## src/rtl/core_seq.sv

```systemverilog
// ---------------------------------------------------------------------------
// core_seq -- multi-cycle control sequencer for the ProBotion core.
//
// Each instruction moves through FETCH, DECODE, EXECUTE, an optional MEM and
// WRITEBACK. This block owns the program counter. Instruction and data memory
// are reached through req/ack handshakes that may insert any number of wait
// states. Decoder, ALU and register file are external: they hand in decoded
// flags and receive the strobes produced here.
//
// Parameters
//   PCW      program counter / instruction address width
//   IW       instruction word width
//   DW       data word width
//   BOOT_PC  PC loaded on reset and on start
//
// Ports
//   clk, rst             clock (rising edge), asynchronous active-high reset
//   start                synchronous (re)start, overrides every state
//   done                 high from halt until the next start/rst
//   pc                   current program counter
//   im_req/addr/ack/rdata  instruction fetch handshake
//   instr                latched instruction word
//   dec_do               one-cycle pulse in DECODE
//   ex_jump, jump_on_zero, alu_eq0, mem_rd, mem_wr, rf_wr, signal_done,
//   jump_target          decoded control inputs
//   alu_latch            one-cycle pulse in EXECUTE
//   dm_req/we/ack/rdata  data memory handshake
//   ld_data              load data captured on the data ack
//   rf_we                register file write strobe in WRITEBACK
//   perf_cycles, perf_retired  performance counters
//
// Build option
//   CORE_SEQ_PERF_EN  when defined, the performance counters are built;
//                     otherwise both counter outputs are tied to zero.
// ---------------------------------------------------------------------------
module core_seq #(
    parameter int             PCW     = 10,
    parameter int             IW      = 9,
    parameter int             DW      = 8,
    parameter logic [PCW-1:0] BOOT_PC = '0
) (
    input  logic           clk,
    input  logic           rst,
    input  logic           start,
    output logic           done,
    output logic [PCW-1:0] pc,
    output logic           im_req,
    output logic [PCW-1:0] im_addr,
    input  logic           im_ack,
    input  logic [IW-1:0]  im_rdata,
    output logic [IW-1:0]  instr,
    output logic           dec_do,
    input  logic           ex_jump,
    input  logic           jump_on_zero,
    input  logic           alu_eq0,
    input  logic           mem_rd,
    input  logic           mem_wr,
    input  logic           rf_wr,
    input  logic           signal_done,
    input  logic [PCW-1:0] jump_target,
    output logic           alu_latch,
    output logic           dm_req,
    output logic           dm_we,
    input  logic           dm_ack,
    input  logic [DW-1:0]  dm_rdata,
    output logic [DW-1:0]  ld_data,
    output logic           rf_we,
    output logic [31:0]    perf_cycles,
    output logic [31:0]    perf_retired
);

    typedef enum logic [2:0] {
        S_IDLE,
        S_FETCH,
        S_DECODE,
        S_EXECUTE,
        S_MEM,
        S_WRITEBACK,
        S_HALT
    } state_t;

    state_t         r_state;
    state_t         w_next;
    logic [PCW-1:0] r_pc;
    logic [IW-1:0]  r_instr;
    logic [DW-1:0]  r_ld_data;
    logic           r_taken;
    logic           r_done;
    logic           w_taken;

    assign w_taken = ex_jump & (alu_eq0 == jump_on_zero);

    // State register. Reset forces IDLE asynchronously, so the requests,
    // which decode straight from the state, drop in the same instant.
    always_ff @(posedge clk or posedge rst) begin
        if (rst) begin
            r_state <= S_IDLE;
        end else begin
            r_state <= w_next;
        end
    end

    // Next-state and strobe decode. Acks only matter in the state that
    // raises the matching request, so stale acks elsewhere are harmless.
    always_comb begin
        w_next    = r_state;
        im_req    = 1'b0;
        dec_do    = 1'b0;
        alu_latch = 1'b0;
        dm_req    = 1'b0;
        dm_we     = 1'b0;
        rf_we     = 1'b0;
        case (r_state)
            S_IDLE: begin
            end
            S_FETCH: begin
                im_req = 1'b1;
                if (im_ack) begin
                    w_next = S_DECODE;
                end
            end
            S_DECODE: begin
                dec_do = 1'b1;
                w_next = S_EXECUTE;
            end
            S_EXECUTE: begin
                alu_latch = 1'b1;
                w_next    = (mem_rd | mem_wr) ? S_MEM : S_WRITEBACK;
            end
            S_MEM: begin
                dm_req = 1'b1;
                dm_we  = mem_wr;
                if (dm_ack) begin
                    w_next = S_WRITEBACK;
                end
            end
            S_WRITEBACK: begin
                rf_we  = rf_wr;
                w_next = signal_done ? S_HALT : S_FETCH;
            end
            S_HALT: begin
            end
            default: begin
                w_next = S_IDLE;
            end
        endcase
        if (start) begin
            w_next = S_FETCH;
        end
    end

    // Program counter, instruction/load capture, branch decision and done.
    // A load that is also flagged as a store is treated as a store, so
    // ld_data is left alone in that case.
    always_ff @(posedge clk or posedge rst) begin
        if (rst) begin
            r_pc      <= BOOT_PC;
            r_instr   <= '0;
            r_ld_data <= '0;
            r_taken   <= 1'b0;
            r_done    <= 1'b0;
        end else if (start) begin
            r_pc    <= BOOT_PC;
            r_taken <= 1'b0;
            r_done  <= 1'b0;
        end else begin
            if (r_state == S_FETCH && im_ack) begin
                r_instr <= im_rdata;
            end
            if (r_state == S_EXECUTE) begin
                r_taken <= w_taken;
            end
            if (r_state == S_MEM && dm_ack && mem_rd && !mem_wr) begin
                r_ld_data <= dm_rdata;
            end
            if (r_state == S_WRITEBACK) begin
                r_pc <= r_taken ? jump_target : r_pc + PCW'(1);
                if (signal_done) begin
                    r_done <= 1'b1;
                end
            end
        end
    end

    assign pc      = r_pc;
    assign im_addr = r_pc;
    assign instr   = r_instr;
    assign ld_data = r_ld_data;
    assign done    = r_done;

`ifdef CORE_SEQ_PERF_EN
    logic [31:0] r_perf_cycles;
    logic [31:0] r_perf_retired;

    // Busy-cycle and retired-instruction counters; both restart on start.
    always_ff @(posedge clk or posedge rst) begin
        if (rst) begin
            r_perf_cycles  <= '0;
            r_perf_retired <= '0;
        end else if (start) begin
            r_perf_cycles  <= '0;
            r_perf_retired <= '0;
        end else begin
            if (r_state != S_IDLE && r_state != S_HALT) begin
                r_perf_cycles <= r_perf_cycles + 32'd1;
            end
            if (r_state == S_WRITEBACK) begin
                r_perf_retired <= r_perf_retired + 32'd1;
            end
        end
    end

    assign perf_cycles  = r_perf_cycles;
    assign perf_retired = r_perf_retired;
`else
    assign perf_cycles  = '0;
    assign perf_retired = '0;
`endif

endmodule

```

## config.mk

```make
export PLATFORM = sky130hd
export DESIGN_NAME = core_seq
export DESIGN_NICKNAME = d
export VERILOG_FILES = /design/src/rtl/core_seq.sv
export SDC_FILE = /design/constraint.sdc
export NUM_CORES = 1
export LEC_CHECK = 0
export ABC_AREA = 1
export ABC_CLOCK_PERIOD_IN_PS = 1100
export BUFFER_PORTS_ARGS = -buffer_cell sky130_fd_sc_hd__buf_2
export CAP_MARGIN = 10
export CORE_MARGIN = 3
export CORE_UTILIZATION = 39
export DETAILED_ROUTE_END_ITERATION = 10
export GPL_TIMING_DRIVEN = 0
export PLACE_DENSITY = 0.78
export SYNTH_ARGS = -nofsm -noshare
export SYNTH_HDL_FRONTEND = slang
export SYNTH_SLANG_ARGS = --single-unit
```

## constraint.sdc

```tcl
create_clock -name clk -period 1.1 [get_ports clk]
set_input_delay 0.22 -clock clk [delete_from_list [all_inputs] [get_ports clk]]
set_output_delay 0.22 -clock clk [all_outputs]
set_load 0.005 [all_outputs]
```

==> results.md <==
- Initial Util: 41.0%
- IO Pins: 147
- CTS root buf: clkbuf_8
- # nets final: 541
- Worst Setup Path Type: reg -> out
- Final setup vio count: 47
- Post-synth EDFFs: 0
- Largest net degree at the start of global routing: 18
- Reg-to-Reg End: im_addr[3]$_DFFE_PP0P_
- Clock transition at path regs: 0.07 ns
- Gr ovfl total: 0
- GRT Total Usage: 16.4%
- Post-synth top cells: 75 x buf_4, 72 x nand2_1, 38 x inv_1, 32 x dfrtp_1
- CTS buffer count: 5
- Number of remaining DRC errors: 0
- Setup WS pre-CTS: -0.256 ns
- Tcrit/Tclk final: 134%
- Vias in the first global route: 2158
- Gate Count Post-Synth: 315
- ANT nets after route: 0
- Dpl hpwl: 4.24 mm
- Worst path max stage delay: 0.40 ns
- Max IR drop VDD: 0.000961 V
- Status: finished, violations left
- Port-buffer cells: 82
- Die height: 82.8 um
- YS warnings: 0
- CTS Hold Bufs: 0
- Setup Skew: 0.00879 ns
- Cells after DPL: 533
- Global placer's final weighted congestion: 0.863
- Mapped cell area: 2300 um^2
- Synthesis-stage register bit count: 32
- Final hold vios: 0
- Worst-margin pin slew: 0.805 ns
- Mapped Avg Cell Area: 7.30 um^2
- Worst Path Max Fanout: 4
- Diodes inserted: 0
- Core area: 5610 um^2
- Post-synth top flop: dfrtp_1
- Arrival @ worst endpoint: 1.25 ns
- R2R depth: 10
- Routed WL: 6.38 mm
- CTS HTree Levels: 2
- Via-per-instance ratio: 4.16
- Die span in x: 82.8 um
- Failing checks: setup timing
- Tot Pwr: 5.13 mW
- Wirelength per Cell: 11.1 um
- Maximum clock frequency: 679 MHz
- Post-synthesis cell type count: 27
- Setup TNS Final: -9.21 ns
- Synth-to-Final Area Change: 67.2%
- Post-synthesis sequential area ratio: 34.8%
- RSZ-0062 raised after global routing: true
- Cell Count, Final, Fillers Out: 574
- Post-DP Area: 3100 um^2
- Share of layout cells above drive strength 1: 51.2%
- Critical Path, Cell by Cell: inv_2, nand2_4, nor2_4, inv_2, nor2_1, buf_2
- Core Rows: 27
- Most common cell in the synthesized netlist: buf_4
- Die footprint: 6860 um^2
- P_leak: 2.28 nW
- Min-delay worst type: in -> async
- Most common cell on crit path: inv_2
- Clk Latency, worst-skew pair: 0.28 ns
- CP required: 0.88 ns
- Via count: 2390
- Slowest-stage cell, CP: dfrtp_1
- Drt first pass iters: 5
- CTS tree: yes
- Initial antenna violation count: 0
- Final Max Tran Viols: 0
- CP Capture Type: primary output
- First-pass GRT wire length: 9.59 mm
- Worst rel slew slack: 45.9%
- Critical R2R Launch: r_state[1]$_DFFE_PP0P_
- Final worst setup slack: -0.374 ns
- Biggest area consumer among synthesized cells: dfrtp_1
- Final Core Density: 68.6%
- Fin crit period: 1.47 ns
- Fillers: 450
- Clk buf depth: 2
- Design area: 3850 um^2
- Number of max-cap violations: 0
- Asr flop ratio synth: 100%
- Crit path launch type: flop
- Initial DRC Count: 112
- Largest cells by area after synthesis: dfrtp_1 35%, buf_4 24%, nand2_1 12%, inv_1 6.2%, nand3_1 5.4%
- Worst R2R Setup Slack: -0.28 ns
- Clk sinks: 32
- Power per Cell Area: 1330 nW/um^2
- Area share of the largest cell type after synthesis: 34.8%
- WHS: 0.0632 ns
[layout make-up]
cell class	count	area (um^2)	share of cell area, %
multi-input cells	228	1230	32.0
clock buffers	8	90.1	2.34
inverters	41	170	4.42
repair buffers	118	858	22.3
flip-flops and latches	32	811	21.1
plain buffers	75	598	15.5
well taps	72	90.1	2.34
[state kept, by name, summed over array words and instances (netlist names)]
| signal | count |
|---|---|
| done | 1 |
| instr | 9 |
| im_addr | 10 |
| r_taken | 1 |
| r_state | 3 |
| ld_data | 8 |
[cells in the final DEF (no fill, tap or decap), drive strengths merged]
| cell | n |
|---|---|
| nand4 | 2 |
| nor2 | 27 |
| inv | 39 |
| nand3 | 26 |
| ha | 1 |
| clkinv | 2 |
| a21oi | 4 |
| clkbuf | 9 |
| nor4 | 1 |
| nor3 | 1 |
| buf | 192 |
| nand2 | 76 |
| o2111ai | 1 |
| xor2 | 1 |
| conb | 64 |
| o21ai | 21 |
| dfrtp | 32 |
| o22ai | 1 |
| xnor2 | 1 |
| mux2i | 1 |
[kinds of logic after synthesis]
logic type | Yosys count | synth area share [%]
fa+ha+maj | 1 | 0.544
flops | 32 | 34.8
other cells | 1 | 0.163
xor+xnor | 2 | 0.761
compound gates | 27 | 6.09
buf+inv | 118 | 31.5
simple gates | 133 | 25.7
mux | 1 | 0.435
[routing by layer]
layer	part of all wire, %	vias up	track usage [%]	wire length (um)
met2	55	123	29.9	3510
met1	36	1055	18.2	2290
met4	0.39	0	4.31	25
met3	8.8	4	5.36	559
met5	0	-	0	0
li1	-	1208	-	-
[critical path, delay by kind of cell, from the launching register on]
kind,cells,cell delay [ns]
buffers and inverters,3,0.28
DFF,1,0.40
and+or+nand+nor,3,0.30
[how the worst max path moves through the flow]
stage               cells past startpoint                      to                   start  slack, ns
floorplan                               8  im_addr[8]$_DFFE_PP0P_  im_addr[0]$_DFFE_PP0P_      -0.04
finish                                  6                   rf_we  r_state[1]$_DFFE_PP0P_      -0.37
global placement                        2  ld_data[5]$_DFFE_PP0P_                     rst      -0.30
global route                            6                   rf_we  r_state[1]$_DFFE_PP0P_      -0.43
CTS                                     6                   rf_we  r_state[1]$_DFFE_PP0P_      -0.31
detailed placement                      5  ld_data[5]$_DFFE_PP0P_                   start      -0.26
[power by group]
part | switching (mW) | internal [mW] | leakage [nW] | total (mW)
Clock | 0.418 | 0.510 | 0.0455 | 0.928
Sequential | 0.212 | 1.47 | 0.414 | 1.69
Combinational | 1.22 | 1.30 | 1.82 | 2.52
[timing repair]
action | 4_1_cts | 5_1_grt
gates resized for setup | 62 | 46
pin swaps | 12 | 17
setup endpoints to repair | 52 | 54
hold endpoints to repair | 0 | 0
cloned | 0 | 1
buffers inserted | 25 | 12
(Power assumes the default switching activity.)
